<file path="config.mk">
export PLATFORM = sky130hd
export DESIGN_NAME = control_unit_flat
export DESIGN_NICKNAME = d
export VERILOG_FILES = /design/src/rtl/control_unit_pkg.sv /design/src/rtl/control_unit_if.sv /design/src/rtl/control_unit_decode.sv /design/src/rtl/control_unit.sv /design/src/flat_wrapper.sv
export SDC_FILE = /design/constraint.sdc
export NUM_CORES = 1
export LEC_CHECK = 0
export ABC_AREA = 1
export CORE_MARGIN = 10
export CORE_UTILIZATION = 60
export DETAILED_ROUTE_END_ITERATION = 16
export DONT_BUFFER_PORTS = 1
export GPL_TIMING_DRIVEN = 0
export PLACE_DENSITY = 0.75
export SETUP_SLACK_MARGIN = 0.02
export SLEW_MARGIN = 5
export SYNTH_ARGS = -nofsm -noshare
export SYNTH_HDL_FRONTEND = slang
export SYNTH_SLANG_ARGS = --single-unit
export TNS_END_PERCENT = 5
</file>
<file path="constraint.sdc">
create_clock -name clock -period 2.5 [get_ports clock]
set_input_delay 0.75 -clock clock [delete_from_list [all_inputs] [get_ports clock]]
set_output_delay 0.75 -clock clock [all_outputs]
set_load 0.1 [all_outputs]
</file>
<file path="src/rtl/control_unit_pkg.sv">
// Shared definitions for the Mini SRC hardwired control unit: opcodes,
// instruction classes, step encodings and the strobe bundle.
package cu_pkg;

    localparam int OPW   = 5;
    localparam int STEPW = 4;

    localparam logic [OPW-1:0] OP_LD   = 5'b00000;
    localparam logic [OPW-1:0] OP_LDI  = 5'b00001;
    localparam logic [OPW-1:0] OP_ST   = 5'b00010;
    localparam logic [OPW-1:0] OP_ADD  = 5'b00011;
    localparam logic [OPW-1:0] OP_SUB  = 5'b00100;
    localparam logic [OPW-1:0] OP_SHR  = 5'b00101;
    localparam logic [OPW-1:0] OP_SHRA = 5'b00110;
    localparam logic [OPW-1:0] OP_SHL  = 5'b00111;
    localparam logic [OPW-1:0] OP_ROR  = 5'b01000;
    localparam logic [OPW-1:0] OP_ROL  = 5'b01001;
    localparam logic [OPW-1:0] OP_AND  = 5'b01010;
    localparam logic [OPW-1:0] OP_OR   = 5'b01011;
    localparam logic [OPW-1:0] OP_ADDI = 5'b01100;
    localparam logic [OPW-1:0] OP_ANDI = 5'b01101;
    localparam logic [OPW-1:0] OP_ORI  = 5'b01110;
    localparam logic [OPW-1:0] OP_MUL  = 5'b01111;
    localparam logic [OPW-1:0] OP_DIV  = 5'b10000;
    localparam logic [OPW-1:0] OP_NEG  = 5'b10001;
    localparam logic [OPW-1:0] OP_NOT  = 5'b10010;
    localparam logic [OPW-1:0] OP_BR   = 5'b10011;
    localparam logic [OPW-1:0] OP_JR   = 5'b10100;
    localparam logic [OPW-1:0] OP_JAL  = 5'b10101;
    localparam logic [OPW-1:0] OP_IN   = 5'b10110;
    localparam logic [OPW-1:0] OP_OUT  = 5'b10111;
    localparam logic [OPW-1:0] OP_MFHI = 5'b11000;
    localparam logic [OPW-1:0] OP_MFLO = 5'b11001;
    localparam logic [OPW-1:0] OP_NOP  = 5'b11010;
    localparam logic [OPW-1:0] OP_HALT = 5'b11011;

    typedef enum logic [3:0] {
        CL_ALU_R,
        CL_ALU_I,
        CL_UNARY,
        CL_MULDIV,
        CL_LD,
        CL_LDI,
        CL_ST,
        CL_BR,
        CL_JR,
        CL_JAL,
        CL_MFHI,
        CL_MFLO,
        CL_IN,
        CL_OUT,
        CL_NOP,
        CL_HALT
    } op_class_t;

    // T0..T7 are numerically ordered so execute steps advance by increment.
    typedef enum logic [STEPW-1:0] {
        ST_T0    = 4'd0,
        ST_T1    = 4'd1,
        ST_T2    = 4'd2,
        ST_T3    = 4'd3,
        ST_T4    = 4'd4,
        ST_T5    = 4'd5,
        ST_T6    = 4'd6,
        ST_T7    = 4'd7,
        ST_RESET = 4'd8,
        ST_HALT  = 4'd9
    } step_t;

    typedef struct packed {
        logic PCout;
        logic MDRout;
        logic RZHIout;
        logic RZLOout;
        logic HIout;
        logic LOout;
        logic Cout;
        logic InPortout;
        logic BAout;
        logic gra;
        logic grb;
        logic grc;
        logic rin;
        logic rout;
        logic PCin;
        logic IRin;
        logic MARin;
        logic MDRin;
        logic RYin;
        logic RZin;
        logic HIin;
        logic LOin;
        logic R15in;
        logic CONin;
        logic OUTPORTin;
        logic Read;
        logic Write;
        logic IncPC;
    } ctrl_t;

    function automatic step_t last_step(input op_class_t cls);
        step_t s;
        s = ST_T3;
        case (cls)
            CL_ALU_R, CL_ALU_I, CL_LDI: s = ST_T5;
            CL_UNARY, CL_JAL:           s = ST_T4;
            CL_MULDIV, CL_BR:           s = ST_T6;
            CL_LD, CL_ST:               s = ST_T7;
            default:                    s = ST_T3;
        endcase
        return s;
    endfunction

endpackage

</file>
<file path="src/rtl/control_unit_if.sv">
// Control-unit <-> DataPath connection: status inputs from the DataPath
// and every control strobe driven back into it.
interface control_unit_if;
    import cu_pkg::*;

    logic [31:0]    ir;
    logic           con_ff;
    logic           stop;
    logic           run;
    logic [OPW-1:0] ops;
    logic PCout, MDRout, RZHIout, RZLOout, HIout, LOout, Cout, InPortout, BAout;
    logic gra, grb, grc, rin, rout;
    logic PCin, IRin, MARin, MDRin, RYin, RZin, HIin, LOin, R15in, CONin, OUTPORTin;
    logic Read, Write, IncPC;

    modport master (
        input  ir, con_ff, stop,
        output run, ops,
        output PCout, MDRout, RZHIout, RZLOout, HIout, LOout, Cout, InPortout, BAout,
        output gra, grb, grc, rin, rout,
        output PCin, IRin, MARin, MDRin, RYin, RZin, HIin, LOin, R15in, CONin, OUTPORTin,
        output Read, Write, IncPC
    );

    modport slave (
        output ir, con_ff, stop,
        input  run, ops,
        input  PCout, MDRout, RZHIout, RZLOout, HIout, LOout, Cout, InPortout, BAout,
        input  gra, grb, grc, rin, rout,
        input  PCin, IRin, MARin, MDRin, RYin, RZin, HIin, LOin, R15in, CONin, OUTPORTin,
        input  Read, Write, IncPC
    );

endinterface

</file>
<file path="src/rtl/control_unit_decode.sv">
// Combinational opcode classifier; unlisted opcodes fall into the nop class.
module cu_decode
    import cu_pkg::*;
(
    input  logic [OPW-1:0] opcode,
    output op_class_t      cls
);

    always_comb begin
        cls = CL_NOP;
        case (opcode)
            OP_LD:   cls = CL_LD;
            OP_LDI:  cls = CL_LDI;
            OP_ST:   cls = CL_ST;
            OP_ADD, OP_SUB, OP_SHR, OP_SHRA, OP_SHL,
            OP_ROR, OP_ROL, OP_AND, OP_OR:
                     cls = CL_ALU_R;
            OP_ADDI, OP_ANDI, OP_ORI:
                     cls = CL_ALU_I;
            OP_MUL, OP_DIV:
                     cls = CL_MULDIV;
            OP_NEG, OP_NOT:
                     cls = CL_UNARY;
            OP_BR:   cls = CL_BR;
            OP_JR:   cls = CL_JR;
            OP_JAL:  cls = CL_JAL;
            OP_IN:   cls = CL_IN;
            OP_OUT:  cls = CL_OUT;
            OP_MFHI: cls = CL_MFHI;
            OP_MFLO: cls = CL_MFLO;
            OP_HALT: cls = CL_HALT;
            default: cls = CL_NOP;
        endcase
    end

endmodule

</file>
<file path="src/rtl/control_unit.sv">
// Hardwired Mini SRC sequencer: fetch T0-T2, class-specific execute steps,
// then back to T0. Outputs are decoded from the step and the latched class.
module control_unit
    import cu_pkg::*;
(
    input  logic           clock,
    input  logic           clear,
    control_unit_if.master cu
);

    step_t          state;
    step_t          state_nxt;
    op_class_t      cls_q;
    op_class_t      cls_dec;
    logic [OPW-1:0] opc_q;
    ctrl_t          ctl;
    logic [OPW-1:0] ops;
    logic           run;

    cu_decode u_decode (
        .opcode (cu.ir[31:27]),
        .cls    (cls_dec)
    );

    always_ff @(posedge clock or negedge clear) begin
        if (!clear) begin
            state <= ST_RESET;
            cls_q <= CL_NOP;
            opc_q <= '0;
        end else begin
            state <= state_nxt;
            if (state == ST_T2) begin
                cls_q <= cls_dec;
                opc_q <= cu.ir[31:27];
            end
        end
    end

    // T2 branches on the live decode because the class register loads on that same edge.
    always_comb begin
        state_nxt = state;
        case (state)
            ST_RESET: state_nxt = ST_T0;
            ST_T0:    state_nxt = cu.stop ? ST_HALT : ST_T1;
            ST_T1:    state_nxt = ST_T2;
            ST_T2: begin
                case (cls_dec)
                    CL_NOP:  state_nxt = ST_T0;
                    CL_HALT: state_nxt = ST_HALT;
                    default: state_nxt = ST_T3;
                endcase
            end
            ST_HALT:  state_nxt = ST_HALT;
            default:  state_nxt = (state >= last_step(cls_q)) ? ST_T0
                                                               : step_t'(state + 4'd1);
        endcase
    end

    always_comb begin
        ctl = '0;
        ops = '0;
        run = 1'b0;
        case (state)
            ST_T0: begin
                run = 1'b1;
                ctl.PCout = 1'b1; ctl.MARin = 1'b1; ctl.IncPC = 1'b1; ctl.RZin = 1'b1;
            end
            ST_T1: begin
                run = 1'b1;
                ctl.RZLOout = 1'b1; ctl.PCin = 1'b1; ctl.Read = 1'b1; ctl.MDRin = 1'b1;
            end
            ST_T2: begin
                run = 1'b1;
                ctl.MDRout = 1'b1; ctl.IRin = 1'b1;
            end
            ST_T3, ST_T4, ST_T5, ST_T6, ST_T7: begin
                run = 1'b1;
                case (cls_q)
                    CL_ALU_R, CL_ALU_I: begin
                        case (state)
                            ST_T3: begin ctl.grb = 1'b1; ctl.rout = 1'b1; ctl.RYin = 1'b1; end
                            ST_T4: begin
                                ctl.RZin = 1'b1;
                                ops      = opc_q;
                                if (cls_q == CL_ALU_R) begin
                                    ctl.grc  = 1'b1;
                                    ctl.rout = 1'b1;
                                end else begin
                                    ctl.Cout = 1'b1;
                                end
                            end
                            ST_T5: begin ctl.RZLOout = 1'b1; ctl.gra = 1'b1; ctl.rin = 1'b1; end
                            default: ;
                        endcase
                    end
                    CL_UNARY: begin
                        case (state)
                            ST_T3: begin
                                ctl.grb = 1'b1; ctl.rout = 1'b1; ctl.RZin = 1'b1;
                                ops     = opc_q;
                            end
                            ST_T4: begin ctl.RZLOout = 1'b1; ctl.gra = 1'b1; ctl.rin = 1'b1; end
                            default: ;
                        endcase
                    end
                    CL_MULDIV: begin
                        case (state)
                            ST_T3: begin ctl.gra = 1'b1; ctl.rout = 1'b1; ctl.RYin = 1'b1; end
                            ST_T4: begin
                                ctl.grb = 1'b1; ctl.rout = 1'b1; ctl.RZin = 1'b1;
                                ops     = opc_q;
                            end
                            ST_T5: begin ctl.RZLOout = 1'b1; ctl.LOin = 1'b1; end
                            ST_T6: begin ctl.RZHIout = 1'b1; ctl.HIin = 1'b1; end
                            default: ;
                        endcase
                    end
                    // ld, ldi and st share the effective-address steps T3-T4.
                    CL_LD, CL_LDI, CL_ST: begin
                        case (state)
                            ST_T3: begin ctl.grb = 1'b1; ctl.BAout = 1'b1; ctl.RYin = 1'b1; end
                            ST_T4: begin ctl.Cout = 1'b1; ctl.RZin = 1'b1; ops = OP_ADD; end
                            ST_T5: begin
                                ctl.RZLOout = 1'b1;
                                if (cls_q == CL_LDI) begin
                                    ctl.gra = 1'b1;
                                    ctl.rin = 1'b1;
                                end else begin
                                    ctl.MARin = 1'b1;
                                end
                            end
                            ST_T6: begin
                                ctl.MDRin = 1'b1;
                                if (cls_q == CL_ST) begin
                                    ctl.gra  = 1'b1;
                                    ctl.rout = 1'b1;
                                end else begin
                                    ctl.Read = 1'b1;
                                end
                            end
                            ST_T7: begin
                                if (cls_q == CL_ST) begin
                                    ctl.Write = 1'b1;
                                end else begin
                                    ctl.MDRout = 1'b1; ctl.gra = 1'b1; ctl.rin = 1'b1;
                                end
                            end
                            default: ;
                        endcase
                    end
                    CL_BR: begin
                        case (state)
                            ST_T3: begin ctl.gra = 1'b1; ctl.rout = 1'b1; ctl.CONin = 1'b1; end
                            ST_T4: begin ctl.PCout = 1'b1; ctl.RYin = 1'b1; end
                            ST_T5: begin ctl.Cout = 1'b1; ctl.RZin = 1'b1; ops = OP_ADD; end
                            ST_T6: begin ctl.RZLOout = 1'b1; ctl.PCin = cu.con_ff; end
                            default: ;
                        endcase
                    end
                    CL_JR: begin
                        if (state == ST_T3) begin
                            ctl.gra = 1'b1; ctl.rout = 1'b1; ctl.PCin = 1'b1;
                        end
                    end
                    CL_JAL: begin
                        case (state)
                            ST_T3: begin ctl.PCout = 1'b1; ctl.R15in = 1'b1; end
                            ST_T4: begin ctl.gra = 1'b1; ctl.rout = 1'b1; ctl.PCin = 1'b1; end
                            default: ;
                        endcase
                    end
                    CL_MFHI: if (state == ST_T3) begin ctl.gra = 1'b1; ctl.rin = 1'b1; ctl.HIout = 1'b1; end
                    CL_MFLO: if (state == ST_T3) begin ctl.gra = 1'b1; ctl.rin = 1'b1; ctl.LOout = 1'b1; end
                    CL_IN:   if (state == ST_T3) begin ctl.gra = 1'b1; ctl.rin = 1'b1; ctl.InPortout = 1'b1; end
                    CL_OUT:  if (state == ST_T3) begin ctl.gra = 1'b1; ctl.rout = 1'b1; ctl.OUTPORTin = 1'b1; end
                    default: ;
                endcase
            end
            default: ;
        endcase
    end

    assign cu.run       = run;
    assign cu.ops       = ops;
    assign cu.PCout     = ctl.PCout;
    assign cu.MDRout    = ctl.MDRout;
    assign cu.RZHIout   = ctl.RZHIout;
    assign cu.RZLOout   = ctl.RZLOout;
    assign cu.HIout     = ctl.HIout;
    assign cu.LOout     = ctl.LOout;
    assign cu.Cout      = ctl.Cout;
    assign cu.InPortout = ctl.InPortout;
    assign cu.BAout     = ctl.BAout;
    assign cu.gra       = ctl.gra;
    assign cu.grb       = ctl.grb;
    assign cu.grc       = ctl.grc;
    assign cu.rin       = ctl.rin;
    assign cu.rout      = ctl.rout;
    assign cu.PCin      = ctl.PCin;
    assign cu.IRin      = ctl.IRin;
    assign cu.MARin     = ctl.MARin;
    assign cu.MDRin     = ctl.MDRin;
    assign cu.RYin      = ctl.RYin;
    assign cu.RZin      = ctl.RZin;
    assign cu.HIin      = ctl.HIin;
    assign cu.LOin      = ctl.LOin;
    assign cu.R15in     = ctl.R15in;
    assign cu.CONin     = ctl.CONin;
    assign cu.OUTPORTin = ctl.OUTPORTin;
    assign cu.Read      = ctl.Read;
    assign cu.Write     = ctl.Write;
    assign cu.IncPC     = ctl.IncPC;

endmodule

</file>
<file path="src/flat_wrapper.sv">
// flat-port wrapper written by rule: the top's interface ports become plain ports
module control_unit_flat import cu_pkg::*;
  (clock, clear, cu_ir, cu_con_ff, cu_stop, cu_run, cu_ops, cu_PCout, cu_MDRout, cu_RZHIout, cu_RZLOout, cu_HIout, cu_LOout, cu_Cout, cu_InPortout, cu_BAout, cu_gra, cu_grb, cu_grc, cu_rin, cu_rout, cu_PCin, cu_IRin, cu_MARin, cu_MDRin, cu_RYin, cu_RZin, cu_HIin, cu_LOin, cu_R15in, cu_CONin, cu_OUTPORTin, cu_Read, cu_Write, cu_IncPC);
  control_unit_if cu_i ();
  input  logic clock;
  input  logic clear;
  input wire logic [$bits(cu_i.ir)-1:0] cu_ir;
  input wire logic [$bits(cu_i.con_ff)-1:0] cu_con_ff;
  input wire logic [$bits(cu_i.stop)-1:0] cu_stop;
  output wire logic [$bits(cu_i.run)-1:0] cu_run;
  output wire logic [$bits(cu_i.ops)-1:0] cu_ops;
  output wire logic [$bits(cu_i.PCout)-1:0] cu_PCout;
  output wire logic [$bits(cu_i.MDRout)-1:0] cu_MDRout;
  output wire logic [$bits(cu_i.RZHIout)-1:0] cu_RZHIout;
  output wire logic [$bits(cu_i.RZLOout)-1:0] cu_RZLOout;
  output wire logic [$bits(cu_i.HIout)-1:0] cu_HIout;
  output wire logic [$bits(cu_i.LOout)-1:0] cu_LOout;
  output wire logic [$bits(cu_i.Cout)-1:0] cu_Cout;
  output wire logic [$bits(cu_i.InPortout)-1:0] cu_InPortout;
  output wire logic [$bits(cu_i.BAout)-1:0] cu_BAout;
  output wire logic [$bits(cu_i.gra)-1:0] cu_gra;
  output wire logic [$bits(cu_i.grb)-1:0] cu_grb;
  output wire logic [$bits(cu_i.grc)-1:0] cu_grc;
  output wire logic [$bits(cu_i.rin)-1:0] cu_rin;
  output wire logic [$bits(cu_i.rout)-1:0] cu_rout;
  output wire logic [$bits(cu_i.PCin)-1:0] cu_PCin;
  output wire logic [$bits(cu_i.IRin)-1:0] cu_IRin;
  output wire logic [$bits(cu_i.MARin)-1:0] cu_MARin;
  output wire logic [$bits(cu_i.MDRin)-1:0] cu_MDRin;
  output wire logic [$bits(cu_i.RYin)-1:0] cu_RYin;
  output wire logic [$bits(cu_i.RZin)-1:0] cu_RZin;
  output wire logic [$bits(cu_i.HIin)-1:0] cu_HIin;
  output wire logic [$bits(cu_i.LOin)-1:0] cu_LOin;
  output wire logic [$bits(cu_i.R15in)-1:0] cu_R15in;
  output wire logic [$bits(cu_i.CONin)-1:0] cu_CONin;
  output wire logic [$bits(cu_i.OUTPORTin)-1:0] cu_OUTPORTin;
  output wire logic [$bits(cu_i.Read)-1:0] cu_Read;
  output wire logic [$bits(cu_i.Write)-1:0] cu_Write;
  output wire logic [$bits(cu_i.IncPC)-1:0] cu_IncPC;
  assign cu_i.ir = cu_ir;
  assign cu_i.con_ff = cu_con_ff;
  assign cu_i.stop = cu_stop;
  assign cu_run = cu_i.run;
  assign cu_ops = cu_i.ops;
  assign cu_PCout = cu_i.PCout;
  assign cu_MDRout = cu_i.MDRout;
  assign cu_RZHIout = cu_i.RZHIout;
  assign cu_RZLOout = cu_i.RZLOout;
  assign cu_HIout = cu_i.HIout;
  assign cu_LOout = cu_i.LOout;
  assign cu_Cout = cu_i.Cout;
  assign cu_InPortout = cu_i.InPortout;
  assign cu_BAout = cu_i.BAout;
  assign cu_gra = cu_i.gra;
  assign cu_grb = cu_i.grb;
  assign cu_grc = cu_i.grc;
  assign cu_rin = cu_i.rin;
  assign cu_rout = cu_i.rout;
  assign cu_PCin = cu_i.PCin;
  assign cu_IRin = cu_i.IRin;
  assign cu_MARin = cu_i.MARin;
  assign cu_MDRin = cu_i.MDRin;
  assign cu_RYin = cu_i.RYin;
  assign cu_RZin = cu_i.RZin;
  assign cu_HIin = cu_i.HIin;
  assign cu_LOin = cu_i.LOin;
  assign cu_R15in = cu_i.R15in;
  assign cu_CONin = cu_i.CONin;
  assign cu_OUTPORTin = cu_i.OUTPORTin;
  assign cu_Read = cu_i.Read;
  assign cu_Write = cu_i.Write;
  assign cu_IncPC = cu_i.IncPC;
  control_unit u_core (.clock(clock), .clear(clear), .cu(cu_i));
endmodule
</file>
==> metrics.yaml, run 1 <==
outcome:
  status: "finished with violations"
  violations: "negative setup slack"
synthesis:
  netlist_area_sq_um: 1500
  yosys.cell_types.count: 30
  ys.flop_type: "dfrtp_1"
  ys_top_cells_by_area: "dfrtp_1, nand2_1, ha_1"
  synth.most_common_cell: "nand2_1"
  synthCells: 237
  syn_nets: 283
  synth_top_area_share: 0.151
  ys_ff_latch: 13
  yosysSeqAreaShare: 0.221
  yosys-top-cells-count: "nand2_1, inv_1, nor2_1"
  ys_async_sr_fraction: 1.00
  synth_edf_count: 0
  yosysTopAreaCell: "dfrtp_1"
  syn_avg_cell_area_sq_um: 6.31
  ys_warn_count: 0
global_routing:
  grt-ovfl-total: 0
  grt_max_degree: 14
  grtUsageTotal: 0.201
  grt_pass1_vias: 1663
  antenna_found_initial: 0
  grt_pass1_wl_um: 8310
floorplanning:
  io_pins: 70
  initial_core_util: 0.615
  die_h_um: 69.9
  die_w_um: 69.9
  dieArea_sq_um: 4890
  num_rows: 18
  design.core.area_sq_um: 2430
critical_path:
  cp.arrival_ps: 2340
  reg2reg_setup_slack_ps: 400
  setup.worst_path.start: "u_core.state[1]"
  cpPeakStageDelay_ps: 970
  crit_fanout: 5
  worstSetupEndpointType: "output pin"
  startpoint_type: "flip-flop"
  r2r-start: "u_core.cls_q[1]"
  critPathSlowestCell: "nand4_1"
  crit_family: "simple AND/OR/NAND/NOR gates"
  criticalPathCategory: "reg -> out"
  required_ps: 1750
  path_cells: "inv_4 > ha_1 > inv_1 > nor2_2 > inv_2 > nand4_1"
  path_buf_inv: 3
  reg2reg_depth: 11
  timing.rr.end: "u_core.state[1]"
  cp.depth: 6
flow_run:
  max-cap-violations: 0
cells_and_area:
  drive_above_1_share: 0.435
  diodes: 0
  stdcell_count: 283
  nets: 300
  fill_cells: 143
  fin_area_sq_um: 2090
  syn2layout_area_growth_pct: 40.1
  postLayoutCoreUtil: 0.861
timing:
  finClkSkew_ps: 2.32
  rsz0062_at_grt: "true"
  setup_slack_ps: -591
  period_minus_slack_ps: 3090
  hold_violations: 0
  tightest_slew_ps: 1200
  slew_headroom: 0.198
  period_share: 1.24
  final_max_slew_viol_count: 0
  setup_viol: 30
  fmax_mhz: 323
cts:
  clock_sinks: 13
  clock-root-buffer: "clkbuf_4"
  clk_pin_slew_ps: 80
  htreeDepth: 1
  cts_tree: "built"
  cts_buffer_depth: 2
  cts_buffers: 3
  clk-insertion-delay-late_ps: 270
route:
  drc: 0
  drtIter0Drc: 167
  drtPass1Iterations: 4
  wl_per_cell_um: 18.2
  postRouteAntennaNets: 0
  vias: 1688
  totalWireLength_um: 5150
  via_per_inst: 5.96
placed_design:
  numPortBuffers: 0
  place_area_sq_um: 1630
  dpl.cell_count: 267
  dp_hpwl_um: 3540
  dp_slack_ps: -742
  place.gp.congestion: 0.914
worst_hold_path:
  hold_path.class: "in -> async"
-- metal layers --
layer | track usage | part of all wire | vias up
li1 | - | - | 795
met1 | 0.229 | 0.38 | 792
met2 | 0.359 | 0.52 | 75
met3 | 0.0466 | 0.056 | 26
met4 | 0.0636 | 0.040 | 0
met5 | 0 | 0 | -
-- per-stage QoR --
step                      hold WS [ps]  TNS [ps]
after global placement             455    -13540
after floorplan                    453     -9010
final                              159     -8330
after detailed placement           455     -8390
after CTS                          148     -8980
after global routing               140    -10630
-- registers in the layout (all words and copies together) (netlist names) --
signal        count
u_core.state      4
u_core.opc_q      5
u_core.cls_q      4
-- layout by cell type, fill, tap and decap left out, drive strengths merged, types with 4 or more instances in the layout --
| cell type | count |
|---|---|
| inv | 41 |
| dfstp | 4 |
| dfrtp | 9 |
| nor3 | 7 |
| nor2 | 34 |
| ha | 10 |
| a21oi | 9 |
| clkbuf | 4 |
| nand3 | 23 |
| buf | 18 |
| o21ai | 20 |
| nand2 | 58 |
-- final cells by class --
class	count	area (sq um)	share of cell area
Inverter	43	176	0.0842
Sequential cell	13	332	0.158
Timing Repair Buffer	12	101	0.0484
Clock buffer	4	26.3	0.0125
Tap cell	30	37.5	0.0179
Multi-Input combinational cell	175	1370	0.652
Buffer	6	56.3	0.0269
-- how the worst max path moves through the flow --
| stage | slack (ps) | endpoint |
|---|---|---|
| 2_1_floorplan | -600 | cu_grb |
| 3_3_place_gp | -780 | cu_ops[4] |
| 3_5_place_dp | -740 | cu_RZin |
| 4_1_cts | -510 | cu_RZin |
| 5_1_grt | -660 | cu_PCin |
| 6_report | -590 | cu_PCin |
-- cells by family (layout without fill, tap and decap cells) --
kind of cell	after synthesis	count (layout)	synth area share
flops	13	13	0.221
compound gates	38	38	0.163
simple gates	126	126	0.381
buf+inv	49	65	0.146
xor+xnor	1	1	0.00586
fa+ha+maj	10	10	0.0837
-- repair_timing --
item                                    in CTS  in global routing
cloned                                       0                  0
endpoints found under the setup margin      33                 33
hold buffers                                 0                  0
gates resized for setup                     63                 19
pin swaps                                   14                  7
buffers inserted                            11                  1
Power of run 1 is not shown: default switching activity piles up to over one toggle a cycle in this logic, so the estimate is an artifact.
==> run 2, diff against run 1 <==
- ABC_AREA: 1 -> default
- CORE_UTILIZATION: 60 -> 54
- PLACE_DENSITY: 0.75 -> 0.68
==> run 2 against run 1 <==
Compared with the run above:
- clock skew up 1.9 ps
- critical path type unchanged
- via count increased by 1.4%
- utilization shrank 11 points
- hold slack got worse by 3.7 ps
- critical endpoint is now cu_PCout
- final cell count is 7.4% lower
- setup slack worse by 170 ps
- area after synthesis grew 4.8%
- sequential cell count unchanged
- clock-buffer cell count did not move
- synthesized cell count fell by 6.8%
- critical path depth is the same
- sequential share of layout area is 0.34 points higher
- the run still ends with negative setup slack left
==> metrics.yaml, run 2 <==
critical_path:
  path_buf_inv: 1  # -2
  crit_fanout: 7  # +2
  reg2reg_setup_slack_ps: -110  # -510 ps
  cpPeakStageDelay_ps: 510  # -460 ps
  crit_end: "cu_PCout"
  criticalPathCategory: "reg -> out"
  path_cells: "ha_4 > or3b_4 > buf_6 > or2_4 > nor2_4 > a211o_4"
  startpoint_type: "flip-flop"
  timing.rr.end: "u_core.state[1]"
  r2r-start: "u_core.cls_q[1]"
  setup.worst_path.start: "u_core.state[1]"
  cp.arrival_ps: 2510  # +170 ps
  critPathSlowestCell: "nor2_4"
  required_ps: 1750  # about the same
  reg2reg_depth: 10  # -1
  cp.depth: 6  # unchanged
  worstSetupEndpointType: "output pin"
  crit_family: "simple AND/OR/NAND/NOR gates"
placed_design:
  numPortBuffers: 0  # unchanged
  dpl.cell_count: 253  # -5.2%
  place.gp.congestion: 0.901  # -1.5%
  dp_hpwl_um: 3790  # +7.3%
cts:
  cts_buffers: 3  # unchanged
  cts_tree: "built"
  cts_buffer_depth: 2  # unchanged
  clk_pin_slew_ps: 80  # about the same
  clk-insertion-delay-late_ps: 280  # about the same
  clock-root-buffer: "clkbuf_4"
  htreeDepth: 1  # unchanged
  clock_sinks: 13  # unchanged
synthesis:
  syn_avg_cell_area_sq_um: 7.09  # +12%
  netlist_area_sq_um: 1570  # +4.8%
  ys_async_sr_fraction: 1.00  # unchanged
  yosysTopAreaCell: "dfrtp_1"
  synth_edf_count: 0  # unchanged
  ys_warn_count: 0  # unchanged
  ys_ff_latch: 13  # unchanged
  synthCells: 221  # -6.8%
  yosys.cell_types.count: 54  # +80%
  yosysSeqAreaShare: 0.211  # -0.0101
  syn_nets: 267  # -5.7%
  ys_top_cells_by_area: "dfrtp_1, ha_1, dfstp_2"
  ys.flop_type: "dfrtp_1"
  yosys-top-cells-count: "nand2_1, nor2_1, inv_1"
  synth.most_common_cell: "nand2_1"
  synth_top_area_share: 0.144  # -0.00686
global_routing:
  grtUsageTotal: 0.180  # -0.0211
  antenna_found_initial: 0  # unchanged
  grt-ovfl-total: 0  # unchanged
  grt_max_degree: 14  # unchanged
  grt_pass1_wl_um: 8020  # -3.5%
  grt_pass1_vias: 1549  # -6.9%
floorplanning:
  die_h_um: 73.9  # +5.6%
  dieArea_sq_um: 5460  # +12%
  num_rows: 19  # +1
  die_w_um: 73.9  # +5.6%
  design.core.area_sq_um: 2760  # +13%
  initial_core_util: 0.568  # -0.0467
  io_pins: 70  # unchanged
timing:
  finClkSkew_ps: 4.21  # +1.89 ps
  hold_violations: 0  # unchanged
  slew_headroom: 0.0937  # -0.105
  rsz0062_at_grt: "true"
  final_max_slew_viol_count: 0  # unchanged
  tightest_slew_ps: 1350  # +150 ps
  period_minus_slack_ps: 3260  # +173 ps
  setup_slack_ps: -764  # -173 ps
  fmax_mhz: 306  # -5.3%
  period_share: 1.31  # +0.0692
  setup_viol: 33  # +10%
cells_and_area:
  top_regs: "u_core.opc_q: 5 flops, u_core.cls_q: 4 flops, u_core.state: 4 flops"
  nets: 278  # -7.3%
  largest_register_ff_count: 5  # unchanged
  top_register: "u_core.opc_q"
  syn2layout_area_growth_pct: 31.4
  stdcell_count: 262  # -7.4%
  drive_above_1_share: 0.364  # -0.0711
  final_common_cell: "nand2_1"
  fill_cells: 217  # +52%
  layout_common_cells: "nand2_1, nor2_1, a21oi_1"
  postLayoutCoreUtil: 0.746  # -0.115
  diodes: 0  # unchanged
route:
  drtIter0Drc: 147  # -12%
  drtPass1Iterations: 4  # unchanged
  wl_per_cell_um: 19.3  # +6.3%
  totalWireLength_um: 5060  # -1.6%
  postRouteAntennaNets: 0  # unchanged
  via_per_inst: 6.53  # +9.6%
  drc: 0  # unchanged
  vias: 1712  # +1.4%
flow_run:
  max-cap-violations: 0  # unchanged
outcome:
  violations: "negative setup slack"
  status: "finished with violations"
worst_hold_path:
  hold_path.class: "in -> async"
==> run 2: cell types whose count changed after synthesis, sizes merged, moves of 4 or more <==
cell / delta
nor2: -12
nand2b: +8
a211oi: +4
and2: +4
nand3: -19
nor3: +6
o21ai: -6
inv: -28
a21oi: +5
clkbuf: +7
nand2: -31
a21o: +8
==> run 2: cell families after synthesis <==
logic type / Yosys count / share of synthesized area
buffers and inverters: 31 / 0.0895
AOI/OAI and AO/OA: 66 / 0.280
muxes: 3 / 0.0208
and+or+nand+nor: 96 / 0.308
xor gates and xnor gates: 2 / 0.0112
adders and majority gates: 10 / 0.0799
DFF: 13 / 0.211
==> run 2: layout make-up <==
cell class | count | area (sq um) | area share
Multi-Input combinational cell | 177 | 1420 | 0.689
Timing Repair Buffer | 6 | 52.6 | 0.0255
Tap cell | 31 | 38.8 | 0.0188
Inverter | 15 | 63.8 | 0.0310
Clock buffer | 4 | 26.3 | 0.0128
Sequential cell | 13 | 333 | 0.162
Buffer | 16 | 126 | 0.0614
==> run 2: how the worst min path moves through the flow <==
stage / cells past startpoint / to / start
6_report: 0 / u_core.opc_q[2] / clear
5_1_grt: 0 / u_core.state[1] / clear
4_1_cts: 0 / u_core.opc_q[2] / clear
3_5_place_dp: 0 / u_core.opc_q[2] / clear
3_3_place_gp: 0 / u_core.opc_q[1] / clear
2_1_floorplan: 2 / u_core.opc_q[2] / u_core.opc_q[2]
==> run 2: routing by layer <==
layer  up-vias  global-route usage  part of all wire
met5         -                   0                 0
met4         0              0.0642             0.018
met3        12              0.0511             0.093
met2        81               0.277              0.47
met1       812               0.232              0.42
li1        807                   -                 -
==> run 2: through the flow <==
step	setup TNS, ps	worst slack (ps)	hold WS (ps)	instance area [sq um]
floorplan	-17510	-934	438	1670
global placement	-24330	-1300	452	1710
detailed placement	-18100	-935	455	1790
CTS	-15430	-762	154	2030
global route	-18630	-818	141	2060
finish	-15550	-764	155	2060
==> run 2: timing repair <==
item,in CTS,in global routing
buffers inserted,5,0
gates resized for setup,52,6
pin swaps,13,3
setup endpoints to repair,38,38
hold buffers,0,0
Power of run 2 is left out for the same reason.
==> run 3, diff against run 2 <==
- ABC_AREA: default -> 1
==> run 3 against run 2 <==
Compared with the run above:
- the flow still finishes with violations (negative setup slack)
- wire length is 3.7% lower
- sequential cell count stayed put
- clock-buffer cell count stayed put
- register-to-register slack better by 420 ps
- utilization is 2.4 points higher
- via count is 4.0% lower
- critical path type unchanged
- largest cell class unchanged
==> metrics.yaml, run 3 (synthesis results as in run 1) <==
outcome:
  status: "finished with violations"
  violations: "negative setup slack"
floorplanning:
  die_w_um: 72.6  # -1.7%
  io_pins: 70  # unchanged
  initial_core_util: 0.552  # -0.0163
  design.core.area_sq_um: 2710  # -1.7%
  num_rows: 19  # unchanged
  die_h_um: 72.6  # -1.7%
  dieArea_sq_um: 5270  # -3.3%
placed_design:
  place.gp.congestion: 0.943  # +4.7%
  dp_hpwl_um: 3640  # -4.1%
  numPortBuffers: 0  # unchanged
  dp_slack_ps: -837  # +98.5 ps
  place_area_sq_um: 1640  # -8.8%
critical_path:
  crit_fanout: 4  # -3
  reg2reg_depth: 10  # unchanged
  criticalPathCategory: "reg -> out"
  r2r-start: "u_core.cls_q[2]"
  required_ps: 1750  # about the same
  reg2reg_setup_slack_ps: 310  # +420 ps
  timing.rr.end: "u_core.state[2]"
  startpoint_type: "flip-flop"
  cp.arrival_ps: 2270  # -240 ps
  worstSetupEndpointType: "output pin"
cells_and_area:
  diodes: 0  # unchanged
  nets: 303  # +9.0%
  syn2layout_area_growth_pct: 39.6
  largest_register_ff_count: 5  # unchanged
  top_regs: "u_core.opc_q: 5 flops, u_core.cls_q: 4 flops, u_core.state: 4 flops"
  fin_area_sq_um: 2090  # +1.4%
  fill_cells: 189  # -13%
  top_register: "u_core.opc_q"
  final_common_cell: "nand2_1"
  layout_common_cells: "nand2_1, inv_1, inv_2, buf_4"
  drive_above_1_share: 0.422  # +0.0582
timing:
  period_share: 1.21  # -0.0990
  period_minus_slack_ps: 3020  # -248 ps
  setup_viol: 30  # -9.1%
  hold_violations: 0  # unchanged
  final_max_slew_viol_count: 0  # unchanged
  slew_headroom: 0.197  # +0.104
  rsz0062_at_grt: "true"
  timing.setup.tns_ps: -9090  # +6460 ps
  fmax_mhz: 331  # +8.2%
  tightest_slew_ps: 1200  # -149 ps
  hold_slack_ps: 152  # -3.01 ps
  setup_slack_ps: -517  # +248 ps
  finClkSkew_ps: 7.95  # +3.75 ps
worst_hold_path:
  hold_path.class: "in -> async"
route:
  drtIter0Drc: 172  # +17%
  vias: 1643  # -4.0%
  drtPass1Iterations: 5  # +1
  drc: 0  # unchanged
  postRouteAntennaNets: 0  # unchanged
  wl_per_cell_um: 17.0  # -12%
  totalWireLength_um: 4880  # -3.7%
  via_per_inst: 5.72  # -12%
cts:
  clock-root-buffer: "clkbuf_4"
  cts_buffers: 3  # unchanged
  htreeDepth: 1  # unchanged
  clock_sinks: 13  # unchanged
  cts_buffer_depth: 2  # unchanged
  clk_pin_slew_ps: 80  # about the same
  cts_tree: "built"
  clk-insertion-delay-late_ps: 280  # about the same
global_routing:
  grt-busiest-layer: "met2"
  grtUsageTotal: 0.186  # +0.00566
  grt_pass1_wl_um: 7950  # -0.86%
  grt-ovfl-total: 0  # unchanged
  grt_pass1_vias: 1602  # +3.4%
  met3_usage: 0.0422  # -0.00897
  grtUsageMet2: 0.313  # +0.0366
  met1_usage: 0.222  # -0.0108
  grt_max_degree: 14  # unchanged
  antenna_found_initial: 0  # unchanged
flow_run:
  max-cap-violations: 0  # unchanged
-- run 3: changes by cell type in the layout (fill, tap and decap cells not counted), sizes merged, moves of 4 or more --
cell	delta
inv	+28
nand2	+31
o21ai	+6
nand2b	-8
a21oi	-5
and2	-4
a21o	-8
clkbuf	-8
buf	+7
nor3	-6
a211oi	-4
nand3	+19
nor2	+12
-- run 3: cell type report --
| cell class | instances | area (sq um) | area share |
|---|---|---|---|
| multi-input combinational | 175 | 1350 | 0.644 |
| sequential | 13 | 330 | 0.158 |
| inverter | 43 | 174 | 0.0833 |
| timing repair buffer | 15 | 116 | 0.0558 |
| buffer | 6 | 56.3 | 0.0270 |
| tap | 31 | 38.8 | 0.0186 |
| clock buffer | 4 | 26.3 | 0.0126 |
-- run 3: stage by stage --
| stage | std cells | utilization |
|---|---|---|
| 3_3_place_gp | 268 | 0.580 |
| 4_1_cts | 287 | 0.761 |
| 3_5_place_dp | 268 | 0.603 |
| 2_1_floorplan | 237 | - |
| 5_1_grt | 287 | 0.770 |
| 6_report | 287 | 0.770 |
-- run 3: how the worst max path moves through the flow --
| stage | slack [ps] | cells after the start | start | to |
|---|---|---|---|---|
| 3_5_place_dp | -840 | 6 | u_core.state[0] | cu_RZin |
| 2_1_floorplan | -600 | 4 | u_core.state[0] | cu_grb |
| 6_report | -520 | 7 | u_core.state[0] | cu_RZin |
| 4_1_cts | -480 | 7 | u_core.state[1] | cu_RZin |
| 3_3_place_gp | -830 | 6 | u_core.state[0] | cu_Read |
| 5_1_grt | -630 | 7 | u_core.state[1] | cu_RZin |
-- run 3: critical path, stage by stage (launching register included) --
cell,delay (ps)
dfrtp_1,430
inv_2,130
ha_4,180
inv_2,50
nor2_4,540
clkinvlp_4,200
buf_6,180
nand3_4,270
-- run 3: layer usage --
layer	part of all wire	wire length, um	up-vias
met4	0.017	82	0
li1	-	-	799
met3	0.092	450	9
met5	0	0	-
met1	0.38	1870	757
met2	0.51	2470	78
-- run 3: repair_timing --
action,in CTS,in global routing
resized for setup,67,5
setup buffers,15,0
setup endpoints to repair,33,32
endpoints found under the hold margin,0,0
hold buffers,0,0
pin swaps,17,5
Power of run 3 is left out for the same reason.
